===== config.mk =====
export PLATFORM = sky130hd
export DESIGN_NAME = regfile_wb_queue
export DESIGN_NICKNAME = d
export VERILOG_FILES = /design/src/rtl/regfile_wb_pkg.sv /design/src/rtl/regfile_wb_queue_match.sv /design/src/rtl/regfile_wb_queue.sv
export SDC_FILE = /design/constraint.sdc
export NUM_CORES = 1
export LEC_CHECK = 0
export ABC_CLOCK_PERIOD_IN_PS = 17390
export BUFFER_PORTS_ARGS = -buffer_cell sky130_fd_sc_hd__buf_2
export CORE_ASPECT_RATIO = 0.8
export CORE_MARGIN = 10
export CORE_UTILIZATION = 55
export CTS_CLUSTER_SIZE = 20
export DETAILED_ROUTE_END_ITERATION = 8
export PLACE_DENSITY_LB_ADDON = 0.1
export SYNTH_ARGS = -nofsm -noshare
export SYNTH_HDL_FRONTEND = slang
export SYNTH_SLANG_ARGS = --single-unit

===== constraint.sdc =====
create_clock -name clk -period 17.39 [get_ports clk]
set_clock_uncertainty 0.05 [all_clocks]
set_input_delay 5.217 -clock clk [delete_from_list [all_inputs] [get_ports clk]]
set_output_delay 5.217 -clock clk [all_outputs]
set_load 0.02 [all_outputs]

===== src/rtl/regfile_wb_pkg.sv =====
// rtl/regfile_wb_pkg.sv - shared types and constants for the register file writeback queue
package regfile_wb_pkg;

    localparam logic [4:0] XZR_IDX   = 5'd31;
    localparam int         DEPTH_DEF = 4;
    localparam int         AW_DEF    = 5;
    localparam int         DW_DEF    = 64;

    typedef struct packed {
        logic [AW_DEF-1:0] addr;
        logic [DW_DEF-1:0] data;
    } wb_entry_t;

endpackage


===== src/rtl/regfile_wb_queue_match.sv =====
// rtl/regfile_wb_queue_match.sv - youngest pending-entry lookup for one read port
module wb_match
    import regfile_wb_pkg::*;
#(
    parameter int DEPTH = DEPTH_DEF,
    parameter int PW    = $clog2(DEPTH)
) (
    input  wb_entry_t           entries [DEPTH],
    input  logic [DEPTH-1:0]    valid,
    input  logic [PW-1:0]       head,
    input  logic [PW:0]         count,
    input  logic [AW_DEF-1:0]   ra,
    output logic                hit,
    output logic [DW_DEF-1:0]   data
);

    logic [PW-1:0] idx;

    // Walk from oldest to youngest so the last match seen wins.
    always_comb begin
        hit  = 1'b0;
        data = '0;
        idx  = '0;
        for (int i = 0; i < DEPTH; i++) begin
            idx = head + PW'(i);
            if ((PW+1)'(i) < count && valid[idx] &&
                entries[idx].addr == ra && ra != XZR_IDX) begin
                hit  = 1'b1;
                data = entries[idx].data;
            end
        end
    end

endmodule


===== src/rtl/regfile_wb_queue.sv =====
// rtl/regfile_wb_queue.sv - in-order writeback buffer driving the register file write port
module regfile_wb_queue
    import regfile_wb_pkg::*;
#(
    parameter int DEPTH = DEPTH_DEF,
    parameter int DW    = DW_DEF,
    parameter int AW    = AW_DEF
) (
    input  logic                      clk,
    input  logic                      reset,
    input  logic                      in_valid,
    output logic                      in_ready,
    input  logic [AW-1:0]             in_addr,
    input  logic [DW-1:0]             in_data,
    input  logic                      wb_stall,
    output logic                      we3,
    output logic [AW-1:0]             wa3,
    output logic [DW-1:0]             wd3,
    input  logic [AW-1:0]             ra1,
    input  logic [AW-1:0]             ra2,
    output logic                      hit1,
    output logic                      hit2,
    output logic [DW-1:0]             fd1,
    output logic [DW-1:0]             fd2,
    output logic [$clog2(DEPTH):0]    count,
    output logic                      empty
);

    localparam int PW = $clog2(DEPTH);
    localparam int CW = PW + 1;

    wb_entry_t        mem [DEPTH];
    logic [PW-1:0]    head;
    logic [PW-1:0]    tail;
    logic [DEPTH-1:0] valid;
    logic             push;
    logic             store;
    logic             pop;

    assign in_ready = count < CW'(DEPTH);
    assign empty    = count == '0;
    assign push     = in_valid && in_ready;
    // XZR writes complete the handshake but never occupy a slot.
    assign store    = push && (in_addr != XZR_IDX);
    assign pop      = !empty && !wb_stall;

    assign we3 = pop;
    assign wa3 = pop ? mem[head].addr : '0;
    assign wd3 = pop ? mem[head].data : '0;

    always_comb begin
        valid = '0;
        for (int j = 0; j < DEPTH; j++) begin
            valid[j] = CW'(PW'(j) - head) < count;
        end
    end

    always_ff @(posedge clk or negedge reset) begin
        if (!reset) begin
            head  <= '0;
            tail  <= '0;
            count <= '0;
        end else begin
            if (store) tail <= tail + 1'b1;
            if (pop)   head <= head + 1'b1;
            count <= count + CW'(store) - CW'(pop);
        end
    end

    // Payload storage needs no reset; the valid window is defined by head/count.
    always_ff @(posedge clk) begin
        if (store) begin
            mem[tail].addr <= in_addr;
            mem[tail].data <= in_data;
        end
    end

    wb_match #(.DEPTH(DEPTH)) u_match1 (
        .entries (mem),
        .valid   (valid),
        .head    (head),
        .count   (count),
        .ra      (ra1),
        .hit     (hit1),
        .data    (fd1)
    );

    wb_match #(.DEPTH(DEPTH)) u_match2 (
        .entries (mem),
        .valid   (valid),
        .head    (head),
        .count   (count),
        .ra      (ra2),
        .hit     (hit2),
        .data    (fd2)
    );

endmodule

==> results.ini <==
[sta]
setup_violations=0
relSlewSlack_pct=10.2
max_freq_mhz=68.2
drv_slew=0
finalCriticalPeriod_ns=14.67
final-hold-violation-count=0
rsz0062_at_grt=false
tightest_slew_ns=1.35
min_period_over_period_pct=84.3
final.setup.tns_ns=0

[synthesis]
yosysSeqAreaShare_pct=34.8
synth_area_um2=24300
avgSynthCellArea_um2=10.9
synth-seq-cells=283
ys_warn_count=0
syn_nets=2336
synth-edff-count=276
synth_cell_types=53
synthCells=2235
ys.flop_type=edfxtp_1
ys_async_sr_fraction_pct=2.47

[setup_path]
endpoint=fd1[0]
cp-end-kind=output pin
cp-start-kind=input port
reg2reg_slack_ns=13.91
r2r.worst_path.cells=5
rr_endpoint=head[1]$_DFFE_PN0P_
cp.required_ns=12.12
rr_startpoint=head[0]$_DFFE_PN0P_
cp.arrival_ns=9.40
worstSetupPathType=in2out
crit_start=ra1[1]
crit_fanout=66

[placed_design]
hpwl_mm=51.9
io_buffers=287
placed_cells=2896
dpl_cell_area_um2=25800
gp_congestion=0.902

[routing]
vias=21200
drtIter0Drc=2463
drc_errors=0
first_pass_iters=6
drt-vias-per-instance=7.14
wl_per_cell_um=29.5
wirelength_mm=87.7
ant_nets=0

[global_routing]
antenna_found_initial=23
gr-total-overflow=0
grt.total_usage_pct=32.1
grt_pass1_wl_mm=132
grt_max_degree=107
grt_pass1_vias=21400

[final_layout]
fin_nets=2440
layout-drive-gt1-share_pct=32.6
area.sequential_um2=8470
stdcell_count=2969
filler_cell_count=3483
syn_to_final_growth_pct=11.0
final_cell_area_um2=27000
multiInputGateArea_um2=14800

[power]
power_leakage_nw=9.70
vdd_drop_max_mv=0.283
power_density_nw_per_um2=206
power.total_w=0.00558

[clock_tree]
postCtsHoldBufs=0
post_cts_buffers=0
cts_tree=done
root_buffer=clkbuf_16
htree_num_levels=2
cts_sinks=283
clkTransAtPathRegs_ns=0.06
ctsLongestPathBuffers=3
clk_latency_ns=0.53
post_cts_resize_count=0
cts_buffers=36

[floorplanning]
rows=68
die_y_um=208
coreArea_um2=43500
dieArea_um2=53100
die_width_um=255
initial_core_util_pct=56.0
ios=288

[min_path]
hp-class=reg2reg

[flow_run]
max-cap-violations=0

[status]
status=finished clean

cell usage in the layout (no fill, tap or decap), types with 37 or more instances in the layout:
| cell type | n |
|---|---|
| mux2i_1 | 111 |
| and2_1 | 325 |
| a221oi_2 | 40 |
| a41oi_1 | 43 |
| nor2_1 | 112 |
| and4_1 | 65 |
| mux2_2 | 108 |
| clkbuf_16 | 37 |
| buf_2 | 287 |
| a211oi_2 | 39 |
| nand2_1 | 135 |
| buf_4 | 44 |
| o21ai_0 | 116 |
| nor4_1 | 86 |
| mux4_2 | 170 |
| edfxtp_1 | 276 |
| a31oi_1 | 85 |
registers in the layout, summed over array words and instances, names as in the netlist:
signal,cells
count,3
head,2
mem,276
tail,2
worst min path at each step:
| stage | startpoint | end | slack, ns | cells after the start |
|---|---|---|---|---|
| 2_1_floorplan | tail[1]$_DFFE_PN0P_ | tail[1]$_DFFE_PN0P_ | 0.53 | 2 |
| 3_3_place_gp | tail[1]$_DFFE_PN0P_ | tail[1]$_DFFE_PN0P_ | 0.56 | 2 |
| 3_5_place_dp | tail[0]$_DFFE_PN0P_ | tail[0]$_DFFE_PN0P_ | 0.60 | 2 |
| 4_1_cts | tail[0]$_DFFE_PN0P_ | tail[0]$_DFFE_PN0P_ | 0.61 | 2 |
| 5_1_grt | tail[0]$_DFFE_PN0P_ | tail[0]$_DFFE_PN0P_ | 0.63 | 2 |
| 6_report | tail[0]$_DFFE_PN0P_ | tail[0]$_DFFE_PN0P_ | 0.60 | 2 |
routing by layer:
layer,up-vias,wire [um],share of wire (%),global-route usage [%]
li1,8997,-,-,-
met4,22,3030,3.4,13.4
met5,-,135,0.15,0
met1,10400,32600,37,40.6
met3,275,11200,13,9.90
met2,1526,40700,46,50.2
metrics by stage:
step / util (%) / setup WS (ns) / hold slack, ns
floorplan: - / 4.88 / 0.530
global placement: 59.5 / 3.07 / 0.564
detailed placement: 59.5 / 2.88 / 0.598
CTS: 62.1 / 2.88 / 0.606
global route: 62.2 / 2.64 / 0.632
finish: 62.2 / 2.72 / 0.601
report_power, final:
part	internal [W]	leakage [nW]	switching [W]
sequential	0.000911	2.65	0.000132
clock	0.000455	0.569	0.000303
combinational	0.00137	6.48	0.00241
cell usage after synthesis, types with 8 or more instances:
| cell | instances | area [um2] |
|---|---|---|
| and4_1 | 65 | 569 |
| clkbuf_1 | 156 | 586 |
| buf_1 | 30 | 113 |
| nand4_1 | 30 | 188 |
| mux2_2 | 108 | 1220 |
| a211oi_1 | 26 | 195 |
| mux4_2 | 170 | 3830 |
| edfxtp_1 | 276 | 8290 |
| nor2_1 | 113 | 424 |
| a221oi_2 | 40 | 601 |
| nor4b_1 | 21 | 184 |
| a31oi_1 | 85 | 532 |
| inv_1 | 14 | 52.6 |
| nand2_1 | 136 | 510 |
| xnor2_1 | 34 | 298 |
| o22ai_1 | 23 | 144 |
| buf_2 | 64 | 320 |
| nor4_1 | 87 | 544 |
| o21ai_0 | 116 | 581 |
| mux2i_1 | 111 | 1110 |
| and2_1 | 330 | 2060 |
| buf_4 | 8 | 60.1 |
| a211oi_2 | 39 | 488 |
| a41oi_1 | 43 | 377 |
| ha_1 | 17 | 213 |
| o31ai_1 | 22 | 165 |
final cells by class:
type / count / area share (%)
diodes: 12 / 0.111
multi-input cells: 1673 / 54.8
flip-flops and latches: 283 / 31.3
well taps: 595 / 2.75
inverters: 14 / 0.213
repair buffers: 331 / 6.53
clock buffers: 44 / 3.60
clock inverters: 17 / 0.685
critical path, cell delays in order:
cell and delay (ns):
buf_2 0.18, nand4_1 0.19, o21ai_0 0.24, mux2_4 0.43, or3_4 0.94, nor2b_4 1.10
buf_4 0.64, a221oi_1 0.18, buf_2 0.23
logic make-up after synthesis:
kind of cell | share of synthesized area [%]
adder cells (fa/ha/maj) | 0.956
buffers and inverters | 4.99
AND/OR/NAND/NOR | 19.2
multiplexers | 25.3
AO/OA/AOI/OAI | 13.4
XOR/XNOR | 1.40
flip-flops | 34.8
Note: power is estimated with default switching activity, not from simulation.
